<file path="src/rtl/lc3_ctrl_pkg.sv">
// Shared types and encodings for the LC-3 control unit.
package lc3_ctrl_pkg;

    typedef enum logic [4:0] {
        StHalted,
        StFetch1,
        StFetch2,
        StFetch3,
        StDecode,
        StAdd,
        StAnd,
        StNot,
        StBr,
        StBrTaken,
        StJmp,
        StJsr1,
        StJsr2,
        StLdr1,
        StLdr2,
        StLdr3,
        StStr1,
        StStr2,
        StStr3,
        StPause1,
        StPause2
    } state_t;

    // Opcodes (IR[15:12]) that the sequencer decodes
    localparam logic [3:0] OpBr    = 4'b0000;
    localparam logic [3:0] OpAdd   = 4'b0001;
    localparam logic [3:0] OpJsr   = 4'b0100;
    localparam logic [3:0] OpAnd   = 4'b0101;
    localparam logic [3:0] OpLdr   = 4'b0110;
    localparam logic [3:0] OpStr   = 4'b0111;
    localparam logic [3:0] OpNot   = 4'b1001;
    localparam logic [3:0] OpJmp   = 4'b1100;
    localparam logic [3:0] OpPause = 4'b1101;

    // PCMUX
    localparam logic [1:0] PcmuxBus   = 2'b00;
    localparam logic [1:0] PcmuxAdder = 2'b01;
    localparam logic [1:0] PcmuxPcInc = 2'b10;

    // ADDR2MUX
    localparam logic [1:0] Addr2Sext11 = 2'b00;
    localparam logic [1:0] Addr2Sext9  = 2'b01;
    localparam logic [1:0] Addr2Sext6  = 2'b10;
    localparam logic [1:0] Addr2Zero   = 2'b11;

    // ALUK
    localparam logic [1:0] AlukAdd   = 2'b00;
    localparam logic [1:0] AlukAnd   = 2'b01;
    localparam logic [1:0] AlukNot   = 2'b10;
    localparam logic [1:0] AlukPassA = 2'b11;

endpackage

</file>
<file path="src/rtl/lc3_control_unit_mem_wait_timer.sv">
// Memory access wait counter: loaded one cycle before a memory state is entered,
// then counts down to zero and holds there.
module mem_wait_timer #(
    parameter int unsigned MEM_WAIT = 3
) (
    input  logic Clk,
    input  logic Reset_ah,
    input  logic start,
    output logic done
);

    localparam logic [3:0] LoadVal = 4'(MEM_WAIT - 1);

    logic [3:0] count_q, count_d;

    // Load on start, otherwise count down and saturate at zero
    always_comb begin
        count_d = count_q;
        if (start) begin
            count_d = LoadVal;
        end else if (count_q != 4'd0) begin
            count_d = count_q - 4'd1;
        end
    end

    // Counter register, cleared asynchronously so a reset mid-access leaves no residue
    always_ff @(posedge Clk or posedge Reset_ah) begin
        if (Reset_ah) begin
            count_q <= 4'd0;
        end else begin
            count_q <= count_d;
        end
    end

    assign done = (count_q == 4'd0);

endmodule

</file>
<file path="src/rtl/lc3_control_unit.sv">
// LC-3 instruction sequencer: Moore FSM driving datapath loads, gates, selects
// and the active-low SRAM strobes.
module lc3_control_unit
    import lc3_ctrl_pkg::*;
#(
    parameter int unsigned MEM_WAIT = 3
) (
    input  logic       Clk,
    input  logic       Reset_ah,
    input  logic       Run,
    input  logic       Continue,
    input  logic [3:0] Opcode,
    input  logic       IR_5,
    input  logic       IR_11,
    input  logic       BEN,
    output logic       LD_MAR,
    output logic       LD_MDR,
    output logic       LD_IR,
    output logic       LD_BEN,
    output logic       LD_CC,
    output logic       LD_REG,
    output logic       LD_PC,
    output logic       LD_LED,
    output logic       GatePC,
    output logic       GateMDR,
    output logic       GateALU,
    output logic       GateMARMUX,
    output logic [1:0] PCMUX,
    output logic       DRMUX,
    output logic       SR1MUX,
    output logic       SR2MUX,
    output logic       ADDR1MUX,
    output logic [1:0] ADDR2MUX,
    output logic [1:0] ALUK,
    output logic       MIO_EN,
    output logic       Mem_CE,
    output logic       Mem_UB,
    output logic       Mem_LB,
    output logic       Mem_OE,
    output logic       Mem_WE
);

    state_t state_q, state_d;
    logic   wait_start;
    logic   wait_done;

    // States that always lead into a memory state arm the timer
    assign wait_start = (state_q == StFetch1) || (state_q == StLdr1) || (state_q == StStr2);

    mem_wait_timer #(
        .MEM_WAIT (MEM_WAIT)
    ) u_timer (
        .Clk      (Clk),
        .Reset_ah (Reset_ah),
        .start    (wait_start),
        .done     (wait_done)
    );

    // State register
    always_ff @(posedge Clk or posedge Reset_ah) begin
        if (Reset_ah) begin
            state_q <= StHalted;
        end else begin
            state_q <= state_d;
        end
    end

    // Next-state logic
    always_comb begin
        state_d = state_q;
        case (state_q)
            StHalted:  if (Run) state_d = StFetch1;
            StFetch1:  state_d = StFetch2;
            StFetch2:  if (wait_done) state_d = StFetch3;
            StFetch3:  state_d = StDecode;
            StDecode: begin
                case (Opcode)
                    OpAdd:   state_d = StAdd;
                    OpAnd:   state_d = StAnd;
                    OpNot:   state_d = StNot;
                    OpBr:    state_d = StBr;
                    OpJmp:   state_d = StJmp;
                    OpJsr:   state_d = StJsr1;
                    OpLdr:   state_d = StLdr1;
                    OpStr:   state_d = StStr1;
                    OpPause: state_d = StPause1;
                    default: state_d = StFetch1;
                endcase
            end
            StAdd, StAnd, StNot: state_d = StFetch1;
            StBr:      state_d = BEN ? StBrTaken : StFetch1;
            StBrTaken: state_d = StFetch1;
            StJmp:     state_d = StFetch1;
            StJsr1:    state_d = StJsr2;
            StJsr2:    state_d = StFetch1;
            StLdr1:    state_d = StLdr2;
            StLdr2:    if (wait_done) state_d = StLdr3;
            StLdr3:    state_d = StFetch1;
            StStr1:    state_d = StStr2;
            StStr2:    state_d = StStr3;
            StStr3:    if (wait_done) state_d = StFetch1;
            StPause1:  if (Continue) state_d = StPause2;
            // Wait for release so one press executes exactly one pause
            StPause2:  if (!Continue) state_d = StFetch1;
            default:   state_d = StHalted;
        endcase
    end

    // Moore output decode
    always_comb begin
        LD_MAR     = 1'b0;
        LD_MDR     = 1'b0;
        LD_IR      = 1'b0;
        LD_BEN     = 1'b0;
        LD_CC      = 1'b0;
        LD_REG     = 1'b0;
        LD_PC      = 1'b0;
        LD_LED     = 1'b0;
        GatePC     = 1'b0;
        GateMDR    = 1'b0;
        GateALU    = 1'b0;
        GateMARMUX = 1'b0;
        PCMUX      = PcmuxBus;
        DRMUX      = 1'b0;
        SR1MUX     = 1'b0;
        SR2MUX     = 1'b0;
        ADDR1MUX   = 1'b0;
        ADDR2MUX   = Addr2Sext11;
        ALUK       = AlukAdd;
        MIO_EN     = 1'b0;
        Mem_CE     = 1'b0;
        Mem_UB     = 1'b0;
        Mem_LB     = 1'b0;
        Mem_OE     = 1'b1;
        Mem_WE     = 1'b1;
        case (state_q)
            StHalted: begin
                Mem_CE = 1'b1;
                Mem_UB = 1'b1;
                Mem_LB = 1'b1;
            end
            StFetch1: begin
                GatePC = 1'b1;
                LD_MAR = 1'b1;
                PCMUX  = PcmuxPcInc;
                LD_PC  = 1'b1;
            end
            StFetch2, StLdr2: begin
                Mem_OE = 1'b0;
                MIO_EN = 1'b1;
                LD_MDR = 1'b1;
            end
            StFetch3: begin
                GateMDR = 1'b1;
                LD_IR   = 1'b1;
            end
            StDecode: LD_BEN = 1'b1;
            StAdd, StAnd, StNot: begin
                SR1MUX  = 1'b1;
                SR2MUX  = IR_5;
                GateALU = 1'b1;
                LD_REG  = 1'b1;
                LD_CC   = 1'b1;
                ALUK    = (state_q == StAdd) ? AlukAdd :
                          (state_q == StAnd) ? AlukAnd : AlukNot;
            end
            StBrTaken: begin
                ADDR1MUX = 1'b1;
                ADDR2MUX = Addr2Sext9;
                PCMUX    = PcmuxAdder;
                LD_PC    = 1'b1;
            end
            StJmp: begin
                SR1MUX   = 1'b1;
                ADDR2MUX = Addr2Zero;
                PCMUX    = PcmuxAdder;
                LD_PC    = 1'b1;
            end
            StJsr1: begin
                GatePC = 1'b1;
                DRMUX  = 1'b1;
                LD_REG = 1'b1;
            end
            StJsr2: begin
                if (IR_11) begin
                    ADDR1MUX = 1'b1;
                    ADDR2MUX = Addr2Sext11;
                end else begin
                    SR1MUX   = 1'b1;
                    ADDR2MUX = Addr2Zero;
                end
                PCMUX = PcmuxAdder;
                LD_PC = 1'b1;
            end
            StLdr1, StStr1: begin
                SR1MUX     = 1'b1;
                ADDR2MUX   = Addr2Sext6;
                GateMARMUX = 1'b1;
                LD_MAR     = 1'b1;
            end
            StLdr3: begin
                GateMDR = 1'b1;
                LD_REG  = 1'b1;
                LD_CC   = 1'b1;
            end
            StStr2: begin
                ALUK    = AlukPassA;
                GateALU = 1'b1;
                LD_MDR  = 1'b1;
            end
            StStr3:   Mem_WE = 1'b0;
            StPause1: LD_LED = 1'b1;
            default: ;
        endcase
    end

endmodule

</file>
<file path="config.mk">
export PLATFORM = sky130hd
export DESIGN_NAME = lc3_control_unit
export DESIGN_NICKNAME = d
export VERILOG_FILES = /design/src/rtl/lc3_ctrl_pkg.sv /design/src/rtl/lc3_control_unit_mem_wait_timer.sv /design/src/rtl/lc3_control_unit.sv
export SDC_FILE = /design/constraint.sdc
export NUM_CORES = 1
export LEC_CHECK = 0
export ABC_AREA = 1
export CAP_MARGIN = 20
export CORE_ASPECT_RATIO = 1.75
export CORE_MARGIN = 2
export CORE_UTILIZATION = 38
export DETAILED_ROUTE_END_ITERATION = 10
export PLACE_DENSITY_LB_ADDON = 0.2
export SYNTH_ARGS = -nofsm -noshare
export SYNTH_HDL_FRONTEND = slang
export SYNTH_SLANG_ARGS = --single-unit
</file>
<file path="constraint.sdc">
create_clock -name Clk -period 1.4 [get_ports Clk]
set_input_delay 0.14 -clock Clk [delete_from_list [all_inputs] [get_ports Clk]]
set_output_delay 0.14 -clock Clk [all_outputs]
set_load 0.02 [all_outputs]
</file>
Yosys cells after proc, flatten, opt, wreduce, memory -nomap -nowiden
Memories as Yosys holds them, arrays and structs flattened.
Cells that the tools add are included.
{ "word_totals": {"memories": 1, "wordCells": 89, "inputBits": 11, "out_inout_bits": 28, "rom_bits": 80, "reg_bits": 9} }
{ "classes": {"muxes": 38, "add_sub_neg": 1, "eq_ne": 26, "n_reduce_logical": 21} }
{ "mem_list": {"columns": ["name", "words", "width", "read_ports", "rd_clocked_by_memory_dff", "wr", "line_no", "source"], "rows": [
  ["(no name shown)", 16, 5, 1, 0, 0, "lc3_control_unit.sv:77", "case (Opcode)"]
]} }
{ "op_table": {"columns": ["cell", "n"], "rows": [
  ["5-bit one-hot mux with 15 select lines", 1],
  ["5-bit by 4-bit == test with 1-bit output (second input constant)", 8],
  ["5-bit 2-to-1 mux", 6],
  ["5-bit == test (second input constant)", 5],
  ["5-bit by 3-bit == test with 1-bit output (second input constant)", 4],
  ["1-bit 2-to-1 mux", 20],
  ["4-bit 2-to-1 mux", 3],
  ["3-bit OR reduction", 4],
  ["4-bit OR reduction", 3],
  ["5-bit by 2-bit == test with 1-bit output (second input constant)", 2],
  ["2-bit one-hot mux with 2 select lines", 2],
  ["2-bit one-hot mux with 4 select lines", 1],
  ["2-bit OR reduction", 4],
  ["7-bit OR reduction", 1],
  ["2-bit 2-to-1 mux", 3],
  ["2-bit by 1-bit != test with 1-bit output (second input constant)", 3],
  ["2-bit != test (second input constant)", 3],
  ["6-bit AND reduction", 1],
  ["6-bit OR reduction", 1],
  ["5-bit by 1-bit == test with 1-bit output (second input constant)", 1],
  ["5-bit logical NOT", 1],
  ["5-bit OR reduction", 1],
  ["4-bit logical NOT", 1],
  ["1-bit one-hot mux with 2 select lines", 2],
  ["other kinds (4)", 5]
]} }

Longest topological paths before layout
{ "logic_depth": {"word_depth": 4, "ltp_mapped": 11, "mapped_depth_nobuf": 11} }

Cells and area by module
From an unflattened synthesis, not the netlist that was laid out.
{ "hier_totals": {"cells_unflattened": 175, "area_unflattened_um2": 1076.0} }
{ "by_module_without_submodules": {"columns": ["mod", "area_per_inst_um2", "n_inst", "cells_per_inst", "seq_area_each_um2"], "rows": [
  ["lc3_control_unit", 845.8, 1, 146, 125.1],
  ["mem_wait_timer", 230.2, 1, 29, 100.1]
]} }

Worst setup path after synthesis
Ideal clock, no wire load.
{ "synth_path": {"path_kind": "reg-to-output", "from": "reg state_q[4]", "to": "out SR1MUX", "stages_incl_launch_ff": 6, "path_buffers": 0, "arrival_ps": 1661, "slack_ps": -401, "required_time_ps": 1260, "path_cell_list": "dfrtp_1 > inv_2 > nand3_1 > o21ai_0 > inv_1 > nand4_1"} }
{ "synth_between": {"elab_chain_len": 3, "elab_cells_between_ends": 9, "classes_between": "7 x eq/ne; 1 x mux; 1 x reduce/logical"} }
{ "synth_lines": {"columns": ["item", "line_no", "source"], "rows": [
  ["from (decl)", "lc3_control_unit.sv:43", "state_t state_q, state_d;"],
  ["from (signal assigned)", "lc3_control_unit.sv:62", "state_q <= StHalted;"],
  ["from (signal assigned)", "lc3_control_unit.sv:64", "state_q <= state_d;"],
  ["5-bit by 4-bit == test with 1-bit output (tied with other cells)", "lc3_control_unit.sv:136", "case (state_q)"],
  ["6-bit OR reduction (no line)", null, null],
  ["1-bit one-hot mux with 2 select lines *", "lc3_control_unit.sv:136", null],
  ["to (decl)", "lc3_control_unit.sv:30", "output logic SR1MUX,"]
]} }
Every way passes the cells marked *; elsewhere a longest branch is shown, timed or not.

Worst setup path in the final report
{ "layout_path": {"from": "reg state_q[2]", "to": "out SR1MUX"} }
Same word-level chain as after synthesis.

==> out/qor.txt <==
Post-DP HPWL: 3.06 mm
Pre-CTS worst setup slack: -0.475 ns
CTS Root Cell: clkbuf_8
Maximum clock frequency: 570 MHz
PD cells: 2440 nW/um^2
Synth-to-Final Area Change: 125%
Fin. max-slew vios: 0
Antenna violations before repair: 0
Hold crit path type: input pin to async pin
Fin crit share: 1.25
CTS sink count: 9
Vias/cell: 5.76
Gpl congestion: 0.947
Number of distinct library cells after synthesis: 24
Final hold violation count: 0
Relative slew slack: 0.759
Status: finished, violations left
Filler cells: 117
Chip Height: 71.7 um
Routed WL: 5.68 mm
Syn Std Cell Area: 995 um^2
Total congestion overflow: 0
Tot Pwr: 5.46 mW
Post-synthesis sequential area ratio: 0.226
Vias: 1698
Final setup TNS: -8.29 ns
Post-synth EDFFs: 0
Routed wire per std cell: 19.2 um
Antenna diode count: 0
CP max stage delay: 0.49 ns
Final cell area excluding filler cells: 2240 um^2
Critical-path top delay cell: dfrtp_2
CTS Hold Bufs: 0
Synth warnings: 0
DP Area: 1790 um^2
Top_reg_cell synth: dfrtp_1
Post-Synthesis Cells: 164
Nets: 287
IO Count: 39
Synth Net Count: 181
CP max FO: 5
Die Width: 42.7 um
Clock buffer depth: 2
Initial Util: 0.399
Port Buffers: 38
Core footprint: 2490 um^2
Max Cap Viol: 0
Post-route ant nets: 0
Main area contributors after synthesis: dfrtp_1, nand2_1, inv_1
Post-synth top cells: nand2_1, inv_1, nor2_1, nand3_1, dfrtp_1
Initial DRC count: 88
Multi-input logic area: 911 um^2
Synth top area share: 0.226
# H-tree levels: 1
Minimum clock period: 1.75 ns
Synth Area per Inst: 6.07 um^2
Synth async-reset ratio: 1.00
Tot GR Track Use: 0.316
Crit-path cells: buf_6 > nand2_4 > inv_1 > nand4_1 > nand4_1 > buf_6
Worst setup margin: -0.354 ns
Failing checks: negative setup slack
Count leader, synth: nand2_1
Residual DRC count: 0
CP required: 1.26 ns
Register area: 230 um^2
Total CTS buffers: 3
Number of detailed-route iterations in the first pass: 4
#FFs+latches synth: 9
Core Rows: 24
Vias in the first global route: 1696
RSZ-0062 raised after global routing: yes
Share of cells above drive strength 1: 0.584
Maximum vdd drop: 1.67 mV
Final Skew: 0.0102 ns
Clock slew at reported path FFs: 0.05 ns
Largest net degree at the start of global routing: 10
CTS tree: done
Setup crit start kind: flip-flop
Die area: 3060 um^2
Setup-failing EPs final: 36
Arrival @ worst endpoint: 1.61 ns
Yosys top cell by area: dfrtp_1
Worst-Margin Slew: 0.362 ns
CP Capture Type: output port
Setup CP Type: flip-flop to output port
Worst-Skew Late Latency: 0.25 ns
First-pass GRT wire length: 7.45 mm
Leakage: 1.19 nW
==> worst max-delay path: cells and delay by family, from the launching register on <==
kind / cells / cell delay (ns)
DFF: 1 / 0.49
and+or+nand+nor: 3 / 0.46
buffers and inverters: 3 / 0.42
==> power breakdown <==
part / leakage (nW) / internal [mW] / total, mW / switching [mW]
Combinational: 1.06 / 2.15 / 4.59 / 2.44
Sequential: 0.110 / 0.386 / 0.553 / 0.167
Clock: 0.0228 / 0.200 / 0.321 / 0.121
Total: 1.19 / 2.73 / 5.46 / 2.73
==> cell families (layout without fill, tap and decap cells) <==
group / Yosys count / in the layout / share of synthesized area
AND/OR/NAND/NOR: 95 / 95 / 0.424
buffers and inverters: 30 / 135 / 0.121
AO/OA/AOI/OAI: 22 / 22 / 0.136
flip-flops: 9 / 9 / 0.226
adder cells (fa/ha/maj): 6 / 6 / 0.0755
XOR/XNOR: 2 / 2 / 0.0176
==> state kept, by name, summed over array words and instances, names as in the netlist <==
name and cells:
u_timer.count_q 4, state_q 5
==> final cells by class <==
type                            count  share of cell area
Timing Repair Buffer              103               0.407
Tap cell                           26              0.0145
Multi-Input combinational cell    125               0.406
Inverter                           28              0.0491
Clock buffer                        4              0.0201
Sequential cell                     9               0.103
==> cell usage in the layout (no fill, tap or decap), types with 3 or more instances in the layout <==
master and n:
nor2_4 13, nand3_1 11, nor2_1 9, clkbuf_8 3
nand3_4 4, nand2_4 7, buf_4 58, buf_6 30
ha_1 6, inv_1 19, dfrtp_2 4, o21ai_1 3
nand2_2 7, o21ai_2 4, nand2_1 31, buf_2 4
nand4_1 3, clkdlybuf4s50_1 10, inv_2 7, dfrtp_1 5
o21ai_0 5, nor2_2 5
==> per-stage QoR <==
| stage | hold slack (ns) | util | std cells |
|---|---|---|---|
| 2_1_floorplan | -0.0321 | - | 164 |
| 3_3_place_gp | 0.423 | 0.720 | 273 |
| 3_5_place_dp | 0.431 | 0.720 | 273 |
| 4_1_cts | 0.183 | 0.824 | 287 |
| 5_1_grt | 0.211 | 0.900 | 295 |
| 6_report | 0.162 | 0.900 | 295 |
==> path summary, 6_finish.rpt <==
check,startpoint,end,slack (ns),cells after the start
setup / recovery,state_q[2],SR1MUX,-0.35,6
hold / removal,Reset_ah,state_q[4],0.16,2
setup reg to reg,state_q[0],state_q[1],-0.34,11
hold reg to reg,u_timer.count_q[1],u_timer.count_q[1],0.60,2
max in group asynchronous,Reset_ah,state_q[1],0.94,2
min in group Clk,BEN,state_q[3],0.53,3
==> per-layer routing <==
metal | vias to the layer above | GRT usage | routed length [um]
li1 | 733 | - | -
met1 | 775 | 0.287 | 1850
met2 | 136 | 0.604 | 2980
met3 | 54 | 0.0504 | 383
met4 | 0 | 0.215 | 461
met5 | - | 0 | 0
==> timing repair <==
item / CTS / global route
setup endpoints to repair: 35 / 37
pin swaps: 11 / 19
gates resized for setup: 187 / 44
buffers inserted: 10 / 8
(Power assumes the default switching activity.)
